File: src/rtl/bcd_tick_counter.sv
// N-digit BCD up/down counter advanced by a programmable prescaler tick,
// driving a time-multiplexed 7-segment display with one-hot digit select.
module bcd_tick_counter #(
  parameter int NUM_DIGITS    = 4,
  parameter int PRESCALE_W    = 24,
  parameter int DEFAULT_COUNT = 10_000_000,
  parameter int SCAN_DIV      = 16
) (
  input  logic                    clk,
  input  logic                    rst_n,
  input  logic                    ena,
  input  logic [7:0]              cfg_compare,
  input  logic                    up_down,
  input  logic                    hold,
  input  logic                    clear,
  output logic                    tick_out,
  output logic                    wrap_out,
  output logic [4*NUM_DIGITS-1:0] digits_bcd,
  output logic [6:0]              seg_out,
  output logic [NUM_DIGITS-1:0]   dig_sel
);

  localparam int DW     = 4 * NUM_DIGITS;
  localparam int EXT_W  = (PRESCALE_W > 18) ? PRESCALE_W : 18;
  localparam int SCAN_W = (SCAN_DIV > 1) ? $clog2(SCAN_DIV) : 1;
  localparam int IDX_W  = (NUM_DIGITS > 1) ? $clog2(NUM_DIGITS) : 1;

  // One BCD step with ripple carry/borrow; MSB of the result is the full-range wrap flag.
  function automatic logic [DW:0] bcd_step(input logic [DW-1:0] d, input logic up);
    logic [DW-1:0] r;
    logic          c;
    logic [3:0]    nib;
    r = d;
    c = 1'b1;
    for (int i = 0; i < NUM_DIGITS; i++) begin
      nib = d[4*i +: 4];
      if (c) begin
        if (up) begin
          if (nib == 4'd9) nib = 4'd0;
          else begin
            nib = nib + 4'd1;
            c   = 1'b0;
          end
        end else begin
          if (nib == 4'd0) nib = 4'd9;
          else begin
            nib = nib - 4'd1;
            c   = 1'b0;
          end
        end
      end
      r[4*i +: 4] = nib;
    end
    return {c, r};
  endfunction

  function automatic logic [6:0] seg7(input logic [3:0] v);
    case (v)
      4'd0:    return 7'h3F;
      4'd1:    return 7'h06;
      4'd2:    return 7'h5B;
      4'd3:    return 7'h4F;
      4'd4:    return 7'h66;
      4'd5:    return 7'h6D;
      4'd6:    return 7'h7D;
      4'd7:    return 7'h07;
      4'd8:    return 7'h7F;
      4'd9:    return 7'h6F;
      default: return 7'h00;
    endcase
  endfunction

  function automatic logic [NUM_DIGITS-1:0] rotl(input logic [NUM_DIGITS-1:0] s);
    logic [NUM_DIGITS-1:0] r;
    r = '0;
    for (int i = 0; i < NUM_DIGITS; i++) r[(i + 1) % NUM_DIGITS] = s[i];
    return r;
  endfunction

  logic [PRESCALE_W-1:0] presc;
  logic [PRESCALE_W-1:0] cmp_p0;
  logic [EXT_W-1:0]      cmp_ext;
  logic                  tick_p0;
  logic [DW:0]           step_p0;

  logic [SCAN_W-1:0]     scan_cnt;
  logic [IDX_W-1:0]      dig_idx;
  logic [IDX_W-1:0]      next_idx;
  logic [NUM_DIGITS-1:0] next_sel;
  logic                  scan_wrap;
  logic [3:0]            shown_digit;

  // Stage p0: compare selection, tick decision and next digit value
  always_comb begin
    cmp_ext = EXT_W'({cfg_compare, 10'b0});
    cmp_p0  = (cfg_compare == 8'd0) ? PRESCALE_W'(DEFAULT_COUNT) : cmp_ext[PRESCALE_W-1:0];
    tick_p0 = (presc >= cmp_p0);
    step_p0 = bcd_step(digits_bcd, up_down);
  end

  always_ff @(posedge clk or negedge rst_n) begin
    if (!rst_n) begin
      presc      <= '0;
      digits_bcd <= '0;
      tick_out   <= 1'b0;
      wrap_out   <= 1'b0;
    end else if (clear) begin
      presc      <= '0;
      digits_bcd <= '0;
      tick_out   <= 1'b0;
      wrap_out   <= 1'b0;
    end else if (!ena || hold) begin
      tick_out <= 1'b0;
      wrap_out <= 1'b0;
    end else if (tick_p0) begin
      presc      <= '0;
      digits_bcd <= step_p0[DW-1:0];
      wrap_out   <= step_p0[DW];
      tick_out   <= 1'b1;
    end else begin
      presc    <= presc + PRESCALE_W'(1);
      tick_out <= 1'b0;
      wrap_out <= 1'b0;
    end
  end

  // Scan stage: segments are decoded for the digit that dig_sel selects after this edge
  always_comb begin
    scan_wrap   = (scan_cnt == SCAN_W'(SCAN_DIV - 1));
    next_idx    = dig_idx;
    next_sel    = dig_sel;
    if (scan_wrap) begin
      next_sel = rotl(dig_sel);
      next_idx = (dig_idx == IDX_W'(NUM_DIGITS - 1)) ? '0 : dig_idx + IDX_W'(1);
    end
    shown_digit = 4'd0;
    for (int i = 0; i < NUM_DIGITS; i++) begin
      if (IDX_W'(i) == next_idx) shown_digit = digits_bcd[4*i +: 4];
    end
  end

  always_ff @(posedge clk or negedge rst_n) begin
    if (!rst_n) begin
      scan_cnt <= '0;
      dig_idx  <= '0;
      dig_sel  <= NUM_DIGITS'(1);
      seg_out  <= 7'h3F;
    end else if (!ena) begin
      seg_out <= 7'h00;
    end else begin
      scan_cnt <= scan_wrap ? '0 : scan_cnt + SCAN_W'(1);
      dig_idx  <= next_idx;
      dig_sel  <= next_sel;
      seg_out  <= seg7(shown_digit);
    end
  end

endmodule

File: config.mk
export PLATFORM = sky130hd
export DESIGN_NAME = bcd_tick_counter
export DESIGN_NICKNAME = d
export VERILOG_FILES = /design/src/rtl/bcd_tick_counter.sv
export SDC_FILE = /design/constraint.sdc
export NUM_CORES = 1
export LEC_CHECK = 0
export ABC_AREA = 1
export CORE_MARGIN = 1.5
export CORE_UTILIZATION = 63
export DETAILED_ROUTE_END_ITERATION = 10
export HOLD_SLACK_MARGIN = 0.1
export MAX_ROUTING_LAYER = met4
export PLACE_DENSITY = 0.91
export SLEW_MARGIN = 10
export SYNTH_ARGS = -nofsm -noshare
export SYNTH_HDL_FRONTEND = slang
export SYNTH_SLANG_ARGS = --single-unit
File: constraint.sdc
create_clock -name clk -period 5.7 [get_ports clk]
set_clock_uncertainty 0.1 [all_clocks]
set_input_delay 0.855 -clock clk [delete_from_list [all_inputs] [get_ports clk]]
set_output_delay 0.855 -clock clk [all_outputs]
set_load 0.1 [all_outputs]
# --- Word level (Yosys, flattened, before mapping) ---
# Memories as Yosys holds them, arrays and structs flattened.
# Index checks and enable logic that the tools add are counted.
# W data, S select, Z words.
classes:
  addsub: 11
  magnitude_cmp: 1
  n_eq_ne: 10
  muxes: 51
  n_reduce_logical: 17
op_table:
  columns: ["op", "n"]
  rows:
  - ["$mux W24", 4]
  - ["$mux W4", 20]
  - ["$mux W16", 3]
  - ["$add A24 B1 Y24 const B", 1]
  - ["$ge A24 B24 Y1", 1]
  - ["$mux W1", 21]
  - ["$add A4 B1 Y4 const B", 5]
  - ["$eq A4 B4 Y1 const B", 5]
  - ["$logic_not A4 Y1", 4]
  - ["$sub A4 B1 Y4 const B", 4]
  - ["$reduce_and A3 Y1", 3]
  - ["$logic_not A8 Y1", 1]
  - ["$reduce_bool A2 Y1", 4]
  - ["$mux W7", 1]
  - ["$eq A2 B2 Y1 const A", 2]
  - ["$mux W2", 2]
  - ["$reduce_and A2 Y1", 2]
  - ["$add A2 B1 Y2 const B", 1]
  - ["$eq A1 B2 Y1 const A", 1]
  - ["$eq A2 B2 Y1 const B", 1]
  - ["$logic_not A2 Y1", 1]
  - ["$ne A2 B2 Y1 const B", 1]
  - ["$logic_not A1 Y1", 1]
  - ["$logic_or A1 B1 Y1", 1]
totals:
  register_bits: 59
  rom_bits: 112
  inputBits: 14
  out_inout_bits: 29
  memories: 1
mem_list:
  columns: ["memory", "words", "word_bits", "read_ports", "rd_ports_with_merged_regs", "wr", "line_no", "text"]
  rows:
  - ["(name not given)", 16, 7, 1, 0, 0, "58", "case (v)"]

# --- Depth between registers and ports, before layout ---
# An unclocked memory read counts as a cell.
logic_depth:
  depth_word: 10
  depth_mapped: 17

# --- Worst setup path before layout ---
# OpenSTA, ideal clock, no wires.
synth_timing:
  path_kind: "input to register"
  start: "in cfg_compare[1]"
  end: "reg presc[21]"
  setup_ns: 0.120
  t_arrival_ns: 2.654
  required_time_ns: 5.480
  path_slack_ns: 2.826
  cell_stages: 15
  path_buffers: 1
  cell_sequence: "nor4_1 nand2_1 inv_1 nor2_1 ha_1 nand2_1 nor2_1 nand2_1 nor2_1 nand3_2 nand3_4 nand2_4 nand2_2 buf_6 nor2_1"
synth_between:
  elab_chain_cells: 6
synth_rtl:
  columns: ["item", "line_no", "text"]
  rows:
  - ["start, declared", "12", "input logic [7:0] cfg_compare,"]
  - ["$logic_not A8 Y1", "96", "cmp_p0 = (cfg_compare == 8'd0) ? PRESCALE_W'(DEFAULT_COUNT) : cmp_ext[PRESCALE_W-1:0];"]
  - ["$mux W24 (*)", "96", null]
  - ["$ge A24 B24 Y1 (*)", "97", "tick_p0 = (presc >= cmp_p0);"]
  - ["$mux W24 (*)", "115", "end else if (tick_p0) begin"]
  - ["$mux W24 (*)", "112", "end else if (!ena || hold) begin"]
  - ["$mux W24 (*)", "107", "end else if (clear) begin"]
  - ["end signal, assigned", "121", "presc <= presc + PRESCALE_W'(1);"]
  - ["end, declared", "80", "logic [PRESCALE_W-1:0] presc;"]
# Every way passes the cells marked *; elsewhere a longest branch is shown, timed or not. The select of a mux whose other input is x is not followed.
# A chain may end at the register's enable or synchronous reset.

# --- Worst setup path in the final report ---
layout_timing:
  start: "in cfg_compare[1]"
  end: "reg digits_bcd[3]"
layout_between:
  elab_chain_cells: 5
layout_rtl:
  columns: ["item", "line_no", "text"]
  rows:
  - ["$logic_not A8 Y1", "96", null]
  - ["$mux W24 (*)", "96", null]
  - ["$ge A24 B24 Y1 (*)", "97", null]
  - ["$reduce_bool A2 Y1 (no line) (*)", null, null]
  - ["$reduce_and A2 Y1 (no line) (*)", null, null]
  - ["end signal, assigned", "117", "digits_bcd <= step_p0[DW-1:0];"]
  - ["end, declared", "18", "output logic [4*NUM_DIGITS-1:0] digits_bcd,"]
# Every way passes the cells marked *; elsewhere a longest branch is shown, timed or not.

==> results_dict.tcl <==
set metrics [dict create \
    syn_area_per_cell_um2 7.27 \
    syn_inst 614 \
    tightestPinTransition_ns 0.994 \
    max_stage_delay_ns 0.42 \
    die_x_um 87.2 \
    p_switching_w 0.000828 \
    drive_gt1_share_pct 11.1 \
    cp_cell_sequence "clkdlybuf4s50_1 -> nor4_1 -> nand2_1 -> inv_1 -> nor2_1 -> ha_1 -> nand2_1 -> inv_1 -> nor2_1 -> o21a_1 -> nand2_1 -> nand2_1 -> nand3_4 -> nand2_4 -> nand2_2 -> nand2_1 -> nand2_1" \
    grt_pass1_vias 3954 \
    synth_edf_count 0 \
    leakage_nw 2.49 \
    period_needed_ns 3.53 \
    async_flop_share_pct 100 \
    crit_type "in -> reg" \
    grt-ovfl-total 0 \
    drv_slew 0 \
    ctsHoldBuffers 0 \
    synth_ff_type "dfrtp_1" \
    holdCritPathClass "reg -> reg" \
    grtUsageTotal_pct 30.7 \
    vias 4178 \
    clock_latency_ns 0.35 \
    holdPathStages 2 \
    fin_cells 756 \
    yosys_warnings 0 \
    grt_pass1_wl_mm 17.6 \
    netlist_area_um2 4460 \
    antenna_cells 0 \
    dp_hpwl_mm 7.69 \
    p_comb_share_pct 46.5 \
    max_freq_ghz 0.284 \
    final_nets 703 \
    cts_made_buffers 9 \
    rsz0062_at_grt "no" \
    wl_per_cell_um 13.8 \
    place.port_buffers 42 \
    setup_tns_ns 0 \
    startpoint_type "input pin" \
    setup_viol 0 \
    area_delta_synth_final_pct 15.0 \
    io_pins 43 \
    final_area_um2 5130 \
    synth_most_common_cell "nand2_1" \
    netSwitchingFraction_pct 47.4 \
    place_area_um2 4930 \
    ir_drop_v 0.000342 \
    crit_fanout 20 \
    cts_tree "built" \
    synth_commonest_cells "nand2_1 (149), inv_1 (72), nor2_1 (71)" \
    period_share_pct 61.9 \
    cts.reportedPaths.clkPinSlew_ns 0.07 \
    seq_power_share_pct 31.3 \
    cp.buffers_inverters 3 \
    drc 0 \
    arrival_ns 3.66 \
    gp_congestion 0.958 \
    synth_seq_cells 59 \
    critPathTopFamily "simple AND/OR/NAND/NOR gates" \
    status "finished clean" \
    cts_resized 0 \
    row_count 30 \
    drtPass1Iterations 5 \
    final-hold-violation-count 0 \
    power_density_nw_per_um2 340 \
    synth_area_leaders "dfrtp_1 (29%), nand2_1 (13%), ha_1 (9.5%)" \
    initial_core_util_pct 65.3 \
    p_clk_share_pct 22.2 \
    p_int_w 0.000919 \
    hold_ws_ns 0.380 \
    drtAntennaViolNets 0 \
    cp.depth 17 \
    clockBufferDepth 2 \
    synth_seq_area_share_pct 33.3 \
    dp_cells 740 \
    avgViaCountPerCell 5.53 \
    ff2ff_setup_slack_ns 3.29 \
    drt-initial-drc-count 419 \
    synthDistinctLibCells 41 \
    routed_wl_mm 10.4 \
    synth_top_area_share_pct 29.2 \
    crit_top_cell "nand2_1" \
    end_kind "register" \
    cts-root-buf "clkbuf_8" \
    reg2reg_depth 12 \
    postCtsSetupBuffers 0 \
    relSlewSlack_pct 33.5 \
    grt_start_max_net_pins 60 \
    grt_antenna_before_repair 0 \
    coreArea_um2 6830 \
    crit_slowest_cell "clkdlybuf4s50_1" \
    syn_nets 662 \
    cap_viol_max_count 0 \
    cp.required_ns 5.84 \
    die_h_um 87.2 \
    h-tree-depth 3 \
    clock_sinks 59 \
    synth_area_leader_cell "dfrtp_1" \
    die_area_um2 7600 \
]
## metal layers
| metal | GRT usage, % | part of all wire [%] |
|---|---|---|
| met5 | - | 0 |
| met3 | 4.83 | 7.7 |
| met2 | 47.5 | 46 |
| met1 | 40.6 | 45 |
| met4 | 12.0 | 1.6 |
## kinds of logic (layout without fill, tap and decap cells)
group           Yosys count  count (layout)  synth area share, %
flops                    59              59                 33.3
compound gates           52              52                 6.42
simple gates            352             352                 37.8
buf+inv                  94             140                 8.49
xor+xnor                 23              23                 4.51
fa+ha+maj                34              34                 9.53
## metrics by stage
step                util [%]  power, W  setup slack (ns)
finish                  75.1   0.00175              2.17
detailed placement      72.2   0.00136              1.90
floorplan                  -   0.00119              2.83
global placement        72.2   0.00134              2.10
global route            75.1   0.00184              1.86
CTS                     75.1   0.00175              2.23
## registers in the layout, indices dropped and copies added, names as in the netlist
signal / count
presc: 24
wrap_out: 1
dig_idx: 2
scan_cnt: 4
digits_bcd: 16
dig_sel: 4
seg_out: 7
tick_out: 1
## cells in the final DEF, fill, tap and decap left out, types with 2 or more instances in the layout
master | Yosys | final
a21oi_1 | 11 | 11
clkbuf_8 | 0 | 10
clkdlybuf4s50_1 | 0 | 41
clkinv_2 | 0 | 2
clkinvlp_4 | 0 | 2
dfrtp_1 | 52 | 52
dfstp_2 | 7 | 7
ha_1 | 34 | 34
inv_1 | 72 | 72
inv_2 | 8 | 8
nand2_1 | 149 | 149
nand2_2 | 7 | 7
nand2_4 | 4 | 4
nand3_1 | 54 | 54
nand3_2 | 7 | 7
nand4_1 | 18 | 18
nand4_2 | 2 | 2
nor2_1 | 71 | 71
nor2_2 | 9 | 9
nor2_4 | 3 | 3
nor3_1 | 14 | 14
nor3_2 | 2 | 2
nor4_1 | 7 | 7
o21a_1 | 2 | 2
o21ai_0 | 28 | 28
o21ai_1 | 2 | 2
o21ai_2 | 2 | 2
o22ai_1 | 3 | 3
xnor2_1 | 8 | 8
xor2_1 | 15 | 15
## tightest hold or removal path: cells and delay by family (launching register included)
| kind | cells | cell delay (ns) |
|---|---|---|
| DFF | 1 | 0.38 |
| and+or+nand+nor | 2 | 0.11 |
## power by group through the flow
stage | clock [W] | sequential (W) | combinational, W
floorplan | 0 | 0.000841 | 0.000350
finish | 0.000388 | 0.000547 | 0.000812
CTS | 0.000392 | 0.000546 | 0.000813
detailed placement | 0 | 0.000552 | 0.000808
global placement | 0 | 0.000550 | 0.000791
global route | 0.000407 | 0.000555 | 0.000878
## layout make-up
| class | count | area [um2] |
|---|---|---|
| flip-flops and latches | 59 | 1490 |
| repair buffers | 43 | 423 |
| well taps | 96 | 120 |
| inverters | 81 | 304 |
| fillers | 539 | 1700 |
| clock buffers | 10 | 138 |
| multi-input cells | 461 | 2600 |
| clock inverters | 6 | 63.8 |
## worst paths after layout
path,from,endpoint
min in group asynchronous,rst_n,presc[19]$_DFFE_PN0N_
hold reg to reg,dig_sel[0]$_DFFE_PN1P_,dig_sel[0]$_DFFE_PN1P_
setup reg to reg,presc[15]$_DFFE_PN0N_,digits_bcd[3]$_DFFE_PN0P_
max in group asynchronous,rst_n,digits_bcd[7]$_DFFE_PN0P_
setup / recovery,cfg_compare[1],digits_bcd[3]$_DFFE_PN0P_
hold / removal,dig_sel[0]$_DFFE_PN1P_,dig_sel[0]$_DFFE_PN1P_
Note: power is estimated with default switching activity, not from simulation.
